### src/rtl/mem_loader.sv
// Streams host words into consecutive RAM addresses via the override port while holding the CPU.
// Two cycles minimum per word (accept, write); host stalls via in_ready, RAM stalls via memory_done with timeout.
module mem_loader #(
   parameter int DATA_WIDTH   = 32,
   parameter int ADDR_WIDTH   = 9,
   parameter int DONE_TIMEOUT = 15
) (
   input  logic                  clk,
   input  logic                  clear,
   input  logic                  start,
   input  logic [ADDR_WIDTH-1:0] base_addr,
   input  logic [ADDR_WIDTH:0]   word_count,
   input  logic                  in_valid,
   input  logic [DATA_WIDTH-1:0] in_data,
   output logic                  in_ready,
   output logic                  mem_overide,
   output logic                  mem_write,
   output logic                  mem_enable,
   output logic [ADDR_WIDTH-1:0] overide_address,
   output logic [DATA_WIDTH-1:0] overide_data_in,
   input  logic                  memory_done,
   output logic                  cpu_hold,
   output logic                  busy,
   output logic                  load_done,
   output logic                  error,
   output logic [ADDR_WIDTH:0]   words_written
);

   localparam int TW = (DONE_TIMEOUT > 1) ? $clog2(DONE_TIMEOUT) : 1;
   localparam logic [TW-1:0]       TMO_LAST  = TW'(DONE_TIMEOUT - 1);
   localparam logic [ADDR_WIDTH:0] MAX_WORDS = {1'b1, {ADDR_WIDTH{1'b0}}};
   localparam logic [ADDR_WIDTH:0] ONE_WORD  = {{ADDR_WIDTH{1'b0}}, 1'b1};

   typedef enum logic [2:0] {
      S_IDLE,
      S_ACCEPT,
      S_WRITE,
      S_FINISH,
      S_ERROR
   } state_t;

   state_t                  state_q, state_d;
   logic [ADDR_WIDTH-1:0]   addr_q, addr_d;
   logic [DATA_WIDTH-1:0]   data_q, data_d;
   logic [ADDR_WIDTH:0]     remaining_q, remaining_d;
   logic [ADDR_WIDTH:0]     written_q, written_d;
   logic [TW-1:0]           tmo_q, tmo_d;
   logic [ADDR_WIDTH:0]     clamped_count;

   always_comb begin
      state_d     = state_q;
      addr_d      = addr_q;
      data_d      = data_q;
      remaining_d = remaining_q;
      written_d   = written_q;
      tmo_d       = tmo_q;
      clamped_count = (word_count > MAX_WORDS) ? MAX_WORDS : word_count;

      case (state_q)
         S_IDLE, S_ERROR: begin
            // A restart from ERROR behaves exactly like a start from IDLE.
            if (start) begin
               written_d = '0;
               if (clamped_count == '0) begin
                  state_d = S_FINISH;
               end else begin
                  addr_d      = base_addr;
                  remaining_d = clamped_count;
                  state_d     = S_ACCEPT;
               end
            end
         end
         S_ACCEPT: begin
            if (in_valid) begin
               data_d  = in_data;
               tmo_d   = '0;
               state_d = S_WRITE;
            end
         end
         S_WRITE: begin
            if (memory_done) begin
               addr_d      = addr_q + 1'b1;
               written_d   = written_q + 1'b1;
               remaining_d = remaining_q - 1'b1;
               state_d     = (remaining_q == ONE_WORD) ? S_FINISH : S_ACCEPT;
            end else if (tmo_q == TMO_LAST) begin
               state_d = S_ERROR;
            end else begin
               tmo_d = tmo_q + 1'b1;
            end
         end
         S_FINISH: begin
            state_d = S_IDLE;
         end
         default: begin
            state_d = S_IDLE;
         end
      endcase
   end

   always_ff @(posedge clk) begin
      if (clear) begin
         state_q     <= S_IDLE;
         addr_q      <= '0;
         data_q      <= '0;
         remaining_q <= '0;
         written_q   <= '0;
         tmo_q       <= '0;
      end else begin
         state_q     <= state_d;
         addr_q      <= addr_d;
         data_q      <= data_d;
         remaining_q <= remaining_d;
         written_q   <= written_d;
         tmo_q       <= tmo_d;
      end
   end

   // Outputs decode the state register only, so none of them depend combinationally on inputs.
   assign in_ready        = (state_q == S_ACCEPT);
   assign mem_overide     = (state_q == S_WRITE);
   assign mem_write       = (state_q == S_WRITE);
   assign mem_enable      = (state_q == S_WRITE);
   assign overide_address = (state_q == S_WRITE) ? addr_q : '0;
   assign overide_data_in = (state_q == S_WRITE) ? data_q : '0;
   assign cpu_hold        = (state_q != S_IDLE);
   assign busy            = (state_q == S_ACCEPT) || (state_q == S_WRITE);
   assign load_done       = (state_q == S_FINISH);
   assign error           = (state_q == S_ERROR);
   assign words_written   = written_q;

endmodule

### config.mk
export PLATFORM = sky130hd
export DESIGN_NAME = mem_loader
export DESIGN_NICKNAME = d
export VERILOG_FILES = /design/src/rtl/mem_loader.sv
export SDC_FILE = /design/constraint.sdc
export NUM_CORES = 1
export LEC_CHECK = 0
export CORE_MARGIN = 2
export CORE_UTILIZATION = 40
export DETAILED_ROUTE_END_ITERATION = 16
export PLACE_DENSITY = 0.71
export RECOVER_POWER = 100
export SLEW_MARGIN = 20
export SYNTH_ARGS = -nofsm -noshare
export SYNTH_HDL_FRONTEND = slang
export SYNTH_SLANG_ARGS = --single-unit
### constraint.sdc
create_clock -name clk -period 2.19 [get_ports clk]
set_input_delay 0.219 -clock clk [delete_from_list [all_inputs] [get_ports clk]]
set_output_delay 0.219 -clock clk [all_outputs]
set_load 0.02 [all_outputs]
# Word-level counts from Yosys, hierarchy flattened
# Cells that the tools add are included.
# classes
add_sub_neg	4
magnitude_cmp	1
n_eq_ne	13
muxes	25
reduce_logical	12
# ops
op	count
two-way mux 10 bit	6
one-hot mux 10 bit (2 select lines)	2
two-way mux 9 bit	4
two-way mux 32 bit	1
one-hot mux 9 bit (2 select lines)	1
two-way mux 3 bit	4
two-way mux 4 bit	3
adder 10 x 1 -> 10 bit, second input constant	1
equality test 10 x 1 -> 1 bit, second input constant	1
> comparator 10 bit, second input constant	1
logical NOT 10 bit	1
!= test 2 bit, second input constant	5
subtractor 10 x 1 -> 10 bit, second input constant	1
adder 9 x 1 -> 9 bit, second input constant	1
one-hot mux 3 bit (3 select lines)	1
one-hot mux 4 bit (2 select lines)	1
AND reduction 4 bit	2
equality test 3 x 2 -> 1 bit, second input constant	2
AND reduction 3 bit	2
adder 4 x 1 -> 4 bit, second input constant	1
equality test 4 bit, second input constant	1
two-way mux 2 bit	2
nonzero test 2 bit	2
equality test 3 x 1 -> 1 bit, second input constant	1
8 further kinds	8
# word_totals
register_bits	68
in_bits	56
word_cells	61

# Depth between registers and ports, before layout
# Gate-level depths: netlist of the first run.
# depth
word_depth	6
ltp_mapped	8
ltp_nobuf	7

# Worst setup path before layout of the first run
# No wires, ideal clock.
# synth_timing
path_kind	register -> output
startpoint	register state_q[2]
endpoint	output overide_data_in[22]
t_arrival_ps	1508
required_ps	1971
path_slack_ps	463
path_stages_with_launch	7
path_cell_list	dfxtp_1 -> or3b_1 -> buf_6 -> clkinv_4 -> buf_6 -> buf_2 -> and2_1
# synth_between
elab_chain_cells	2
# synth_lines
element	line	source
start, declared	42	state_t state_q, state_d;
start signal, assigned	110	state_q <= state_d;
equality test 3 x 2 -> 1 bit	--	
net mem_enable	18	output logic mem_enable,
two-way mux 32 bit	125	assign overide_data_in = (state_q == S_WRITE) ? data_q : '0;
end, declared	20	output logic [DATA_WIDTH-1:0] overide_data_in,
# The timed path passes the listed nets, and every way through them passes these cells.

# Worst setup path in the final report of the first run
# layout_timing
startpoint	register state_q[0]
endpoint	output mem_overide
# layout_between
elab_chain_cells	1
# layout_lines
element	line	source
equality test 3 x 2 -> 1 bit	121	assign mem_overide = (state_q == S_WRITE);
end, declared	16	output logic mem_overide,
# Every way passes these cells.

==> metrics.log, run 1 <==
[metrics] cell-internal power: 2.64 mW
[metrics] number of max-cap violations: 0
[metrics] synthesis warning total: 0
[metrics] mean routed wirelength per cell: 14.2 um
[metrics] largest area contributor in the synthesized netlist: sky130_fd_sc_hd__dfxtp_1
[metrics] number of hold violations in the final report: 0
[metrics] Core Area: 8720 um^2
[metrics] setup TNS: 0 ps
[metrics] Final Setup Violations: 0
[metrics] die footprint: 9720 um^2
[metrics] TritonCTS clock tree: built
[metrics] part of the total power dissipated in sequential elements: 38.3%
[metrics] clock transition at the register clock pins on the worst setup and hold paths after CTS: 80 ps
[metrics] fraction of registers with async set or reset after synthesis: 0%
[metrics] arrival time of the worst setup path: 1880 ps
[metrics] CTS HTree Levels: 3
[metrics] slowest cell on the critical path: sky130_fd_sc_hd__clkdlybuf4s50_1
[metrics] switching portion of total power: 26.2%
[metrics] Mapped Nets: 526
[metrics] dpl ws: 99.9 ps
[metrics] Syn Std Cell Area: 3580 um^2
[metrics] number of global-route vias before repair: 3534
[metrics] number of clock buffers inserted by TritonCTS: 9
[metrics] status: finished, final reports clean
[metrics] vertical die dimension: 98.6 um
[metrics] Fin Hold WS: 361 ps
[metrics] number of non-filler instances in the completed layout: 685
[metrics] Via Count: 3535
[metrics] Root Buffer Master: sky130_fd_sc_hd__clkbuf_8
[metrics] wire length of the first global-routing pass: 16.3 mm
[metrics] net switching power: 0.938 mW
[metrics] Storage cell area: 1360 um^2
[metrics] post-synth top area share: 38.0%
[metrics] antenna violations before repair: 0
[metrics] FF+latch count, synth: 68
[metrics] classification of the worst-slack hold path: primary input to flip-flop
[metrics] Placement Cell Area: 4760 um^2
[metrics] total grt overflow: 0
[metrics] launching element type of the critical path: flip-flop
[metrics] Worst Max-Slew Pin Slew: 640 ps
[metrics] Final ANT Viol Nets: 0
[metrics] detailed-routing iteration count for the pre-antenna-repair pass: 5
[metrics] count of input and output buffers: 114
[metrics] data required time at the worst endpoint: 1970 ps
[metrics] pin count of the biggest net entering global routing: 46
[metrics] insertion delay to the later sink of the worst-skew pair: 340 ps
[metrics] signed area change from the synthesized netlist to the final layout: 39.3%
[metrics] RSZ-0062 raised after global routing: false
[metrics] hold path startpoint: clear
[metrics] VDD IR max: 496 uV
[metrics] worst stage delay on the critical path: 630 ps
[metrics] number of distinct library cell variants in the gate-level netlist after synthesis: 52
[metrics] launch point of the worst path: state_q[0]$_SDFFE_PP0P_
[metrics] number of placed cells counting well taps: 666
[metrics] Period minus WS final: 2100 ps
[metrics] gate count after technology mapping: 464
[metrics] share of the yosys chip area belonging to registers: 38.0%
[metrics] DPL Wire Length: 6.54 mm
[metrics] count of hold buffers inserted by post-cts repair: 0
[metrics] die boundary width: 98.6 um
[metrics] overall track demand over capacity in global routing: 20.3%
[metrics] fill count: 828
[metrics] pwr/cell area: 717 nW/um^2
[metrics] Final Cycle Share: 95.7%
[metrics] number of max-slew violations in the final report: 0
[metrics] number of DRC markers in iteration 0: 150
[metrics] cell row count: 34
[metrics] worst clock skew: 9.52 ps
[metrics] crit path max fanout: 15
[metrics] cell-by-cell trace of the critical path: or3b_4, clkinv_4, clkdlybuf4s50_1
[metrics] CTS sink count: 68
[metrics] vias per cell: 5.16
[metrics] Final Util: 57.2%
[metrics] Final Worst Setup Slack: 93.4 ps
[metrics] final non-filler cell area: 4980 um^2
[metrics] initial standard-cell utilization of the core: 41.0%
[metrics] combinational cell fraction of total power: 19.7%
[metrics] start of the worst register-to-register path: state_q[2]$_SDFFE_PP0P_
[metrics] Crit Path Class: flip-flop to primary output
[metrics] Layout Nets: 634
[metrics] remaining max-slew budget at the tightest pin: 57.4%
[metrics] fraction of power consumed by the clock network: 42.0%
[metrics] area taken by multi-input logic gates: 1960 um^2
[metrics] fraction of layout cells with a size suffix above 1: 7.97%
[metrics] DRC violations left: 0
[metrics] number of diodes: 0
[metrics] Crit. End Element: primary output
[metrics] top cells by area, synth: sky130_fd_sc_hd__dfxtp_1 (38%), sky130_fd_sc_hd__nand2_1 (8.8%), sky130_fd_sc_hd__a21oi_1 (8.1%)
[metrics] drt total wl: 9.71 mm
[metrics] f_max: 0.477 GHz
[metrics] number of ports placed on the die boundary: 115
[metrics] largest buffer count on any clock path: 2
[metrics] static leakage: 2.10 nW
[metrics] average cell area after synthesis: 7.71 um^2
[metrics] EDFF count, synth: 0
[metrics] Final GP Congestion: 0.850
[metrics] Synth Flop Type: sky130_fd_sc_hd__dfxtp_1
[metrics] final total power: 3.57 mW
==> cell usage in the layout (no fill, tap or decap), types with 3 or more instances in the layout <==
master / instances
sky130_fd_sc_hd__a21oi_1: 59
sky130_fd_sc_hd__a31oi_1: 8
sky130_fd_sc_hd__and2_0: 10
sky130_fd_sc_hd__and2_1: 35
sky130_fd_sc_hd__and3_1: 11
sky130_fd_sc_hd__buf_4: 11
sky130_fd_sc_hd__bufinv_16: 5
sky130_fd_sc_hd__clkbuf_8: 10
sky130_fd_sc_hd__clkdlybuf4s50_1: 58
sky130_fd_sc_hd__dfxtp_1: 68
sky130_fd_sc_hd__dlygate4sd2_1: 42
sky130_fd_sc_hd__dlygate4sd3_1: 13
sky130_fd_sc_hd__ha_1: 6
sky130_fd_sc_hd__inv_1: 6
sky130_fd_sc_hd__nand2_1: 84
sky130_fd_sc_hd__nand2b_1: 7
sky130_fd_sc_hd__nand3_1: 17
sky130_fd_sc_hd__nand4_1: 3
sky130_fd_sc_hd__nor2_1: 37
sky130_fd_sc_hd__nor3_1: 9
sky130_fd_sc_hd__nor3b_1: 3
sky130_fd_sc_hd__o21ai_0: 21
sky130_fd_sc_hd__xnor2_1: 4
sky130_fd_sc_hd__xor2_1: 6
==> power by group through the flow <==
stage	clock, mW	sequential [mW]	combinational (mW)
floorplan	0	1.38	0.478
global placement	0	1.39	0.699
detailed placement	0	1.40	0.713
CTS	1.53	1.37	0.725
global route	1.58	1.38	0.775
finish	1.50	1.37	0.702
==> critical path, delay by kind of cell, from the launching register on <==
kind                   cells  cell delay, ps
and+or+nand+nor            1             450
buffers and inverters      2             770
DFF                        1             320
==> Yosys cell counts, types with 7 or more instances <==
library cell,n
sky130_fd_sc_hd__a31oi_1,8
sky130_fd_sc_hd__clkbuf_1,15
sky130_fd_sc_hd__nor2_1,37
sky130_fd_sc_hd__a21oi_1,58
sky130_fd_sc_hd__o21ai_0,20
sky130_fd_sc_hd__dfxtp_1,68
sky130_fd_sc_hd__buf_2,8
sky130_fd_sc_hd__nand3_1,17
sky130_fd_sc_hd__nand2b_1,7
sky130_fd_sc_hd__and3_1,11
sky130_fd_sc_hd__nand2_1,84
sky130_fd_sc_hd__and2_1,44
sky130_fd_sc_hd__nor3_1,8
==> sequential cells by signal, summed over array words and instances (netlist names) <==
name and cells:
state_q 3, words_written 10, tmo_q 4, data_q 32, remaining_q 10, addr_q 9
==> area by class of cell <==
cell class              count  share of cell area (%)
multi-input cells         355                    39.4
flip-flops and latches     68                    27.3
repair buffers            129                    23.8
clock inverters             6                    3.19
clock buffers              10                    2.76
well taps                 108                    2.71
inverters                   7                   0.577
repair inverters            2                   0.276
==> layer usage <==
layer | wire length [um] | track usage [%] | vias up
met3 | 489 | 3.33 | 18
met4 | 218 | 8.22 | 0
met2 | 4690 | 34.1 | 105
met5 | 0 | 0 | -
li1 | - | - | 1784
met1 | 4310 | 25.9 | 1628
==> final timing paths <==
path	end	slack (ps)	cells after the start
max	mem_overide	90	3
min	state_q[0]$_SDFFE_PP0P_	360	2
max reg2reg	addr_q[0]$_SDFFE_PP0P_	170	6
min reg2reg	data_q[27]$_SDFFE_PP0P_	450	2
==> logic make-up after synthesis <==
kind of cell | synth area share [%]
AOI/OAI and AO/OA | 18.4
adders and majority gates | 2.38
muxes | 0.944
and+or+nand+nor | 31.5
DFF | 38.0
xor gates and xnor gates | 2.45
buffers and inverters | 6.29
==> timing repair <==
| item | CTS | global route |
|---|---|---|
| setup endpoints to repair | 45 | 0 |
| gates resized for setup | 44 | 0 |
| buffers inserted | 1 | 0 |
No activity file was read; power rests on OpenSTA's default activity.
==> inputs of run 2 (changes only) <==
--- a/config.mk
+++ b/config.mk
@@ -8,7 +8,7 @@
 export CORE_MARGIN = 2
 export CORE_UTILIZATION = 40
 export DETAILED_ROUTE_END_ITERATION = 16
-export PLACE_DENSITY = 0.71
+export PLACE_DENSITY = 0.81
 export RECOVER_POWER = 100
 export SLEW_MARGIN = 20
 export SYNTH_ARGS = -nofsm -noshare
==> run 2 against run 1 <==
Against the previous run:
- sequential cell count did not move
- sequential power barely moved
- critical path depth did not move
- cell area fell by 1.6%
- first-iteration DRC count rose by 13%
- core utilization fell by 0.90 points
- worst setup slack got worse by 1.4 ps
- critical endpoint unchanged
- largest cell class unchanged
==> metrics.log, run 2 (same netlist as run 1, synthesis figures left out) <==
[metrics] overall track demand over capacity in global routing: 19.1%
[metrics] pin count of the biggest net entering global routing: 48
[metrics] vertical die dimension: 98.6 um
[metrics] Final Cycle Share: 95.8%
[metrics] detailed-routing iteration count for the pre-antenna-repair pass: 5
[metrics] antenna violations before repair: 0
[metrics] status: finished, final reports clean
[metrics] Crit Path Class: flip-flop to primary output
[metrics] total grt overflow: 0
[metrics] Final ANT Viol Nets: 0
[metrics] number of diodes: 0
[metrics] TritonCTS clock tree: built
[metrics] drt total wl: 9.55 mm
[metrics] Layout Nets: 631
[metrics] static leakage: 2.06 nW
[metrics] CTS HTree Levels: 3
[metrics] worst clock skew: 8.44 ps
[metrics] classification of the worst-slack hold path: primary input to flip-flop
[metrics] number of max-slew violations in the final report: 0
[metrics] number of hold violations in the final report: 0
[metrics] clock transition at the register clock pins on the worst setup and hold paths after CTS: 80 ps
[metrics] final non-filler cell area: 4910 um^2
[metrics] Via Count: 3571
[metrics] number of flip-flops in the largest register: 32
[metrics] pwr/cell area: 653 nW/um^2
[metrics] number of ports placed on the die boundary: 115
[metrics] fraction of layout cells with a size suffix above 1: 7.14%
[metrics] Reg2Reg Setup Slack: 210 ps
[metrics] cell row count: 34
[metrics] arrival time of the worst setup path: 1880 ps
[metrics] data required time at the worst endpoint: 1970 ps
[metrics] vias per cell: 5.24
[metrics] final total power: 3.21 mW
[metrics] most common cell after layout, fill and taps aside: sky130_fd_sc_hd__nand2_1
[metrics] largest buffer count on any clock path: 2
[metrics] number of max-cap violations: 0
[metrics] wire length of the first global-routing pass: 15.3 mm
[metrics] Period minus WS final: 2100 ps
[metrics] crit path max fanout: 28
[metrics] number of clock buffers inserted by TritonCTS: 9
[metrics] die boundary width: 98.6 um
[metrics] remaining max-slew budget at the tightest pin: 43.0%
[metrics] mean routed wirelength per cell: 14.0 um
[metrics] die footprint: 9720 um^2
[metrics] most frequent cells in the layout: sky130_fd_sc_hd__nand2_1 (84), sky130_fd_sc_hd__dfxtp_1 (68), sky130_fd_sc_hd__a21oi_1 (59)
[metrics] Core Area: 8720 um^2
[metrics] f_max: 0.477 GHz
[metrics] number of global-route vias before repair: 3263
[metrics] Final GP Congestion: 0.871
[metrics] RSZ-0062 raised after global routing: false
[metrics] VDD IR max: 277 uV
[metrics] count of input and output buffers: 114
[metrics] setup TNS: 0 ps
[metrics] Root Buffer Master: sky130_fd_sc_hd__clkbuf_8
[metrics] Crit. End Element: primary output
[metrics] number of DRC markers in iteration 0: 170
[metrics] fill count: 824
[metrics] insertion delay to the later sink of the worst-skew pair: 330 ps
[metrics] DRC violations left: 0
[metrics] Final Setup Violations: 0
[metrics] signed area change from the synthesized netlist to the final layout: 37.1%
[metrics] register bank with the most flops: data_q
[metrics] initial standard-cell utilization of the core: 41.0%
[metrics] Worst Max-Slew Pin Slew: 855 ps
[metrics] DPL Wire Length: 6.65 mm
[metrics] Placement Cell Area: 4750 um^2
[metrics] launching element type of the critical path: flip-flop
[metrics] CTS sink count: 68
==> run 2: cell count changes in the layout (fill, tap and decap cells not counted), sizes merged <==
cell           before  now
buf                12    9
bufinv              5    2
clkbuf             14   16
clkdlybuf4s50      58   56
clkinvlp            0    3
dlymetal6s2s        0    1
inv                 7    6
==> run 2: where the power goes <==
group	internal (mW)	total [mW]	switching, mW
Sequential	1.31	1.37	0.0554
Combinational	0.296	0.695	0.399
Clock	0.670	1.14	0.472
Total	2.28	3.21	0.926
==> run 2: final timing paths <==
| check | startpoint | endpoint | depth (start not counted) |
|---|---|---|---|
| hold / removal | in_data[15] | data_q[15]$_SDFFE_PP0P_ | 3 |
| hold reg to reg | data_q[21]$_SDFFE_PP0P_ | data_q[21]$_SDFFE_PP0P_ | 2 |
| setup reg to reg | state_q[2]$_SDFFE_PP0P_ | remaining_q[6]$_SDFFE_PP0P_ | 7 |
| setup / recovery | state_q[0]$_SDFFE_PP0P_ | mem_overide | 3 |
==> run 2: critical path, stage by stage, from the launching register on <==
cell and delay [ps]:
sky130_fd_sc_hd__dfxtp_1 310, sky130_fd_sc_hd__or3b_4 480, sky130_fd_sc_hd__clkinv_8 140, sky130_fd_sc_hd__clkdlybuf4s50_1 610
==> run 2: what timing repair did <==
item                                    4_1_cts  5_1_grt
hold buffers                                  0        0
endpoints found under the setup margin       45        4
gates cloned                                  1        0
buffers inserted                              0        1
gates resized for setup                      45        2
==> run 2: routing by layer <==
layer	track usage (%)	vias up	wire length (um)
li1	-	1787	-
met2	33.0	99	4850
met4	6.22	0	122
met5	0	-	0
met1	23.8	1675	4150
met3	3.97	10	415
==> run 2: metrics by stage <==
| stage | hold slack, ps | util (%) | instances | setup slack (ps) |
|---|---|---|---|---|
| floorplan | 355 | - | 464 | 463 |
| global placement | 437 | 54.4 | 664 | 162 |
| detailed placement | 445 | 54.4 | 664 | 143 |
| CTS | 408 | 56.7 | 681 | 53.5 |
| global route | 405 | 56.3 | 682 | 0.260 |
| finish | 427 | 56.3 | 682 | 92.1 |
==> run 2: layout make-up <==
cell class	instances	area (um^2)	share of cell area (%)
flip-flops and latches	68	1360	27.7
inverters	7	38.8	0.791
clock buffers	10	138	2.81
well taps	108	135	2.75
repair buffers	127	1160	23.7
multi-input cells	355	1970	40.1
repair inverters	1	16.3	0.332
clock inverters	6	87.6	1.79
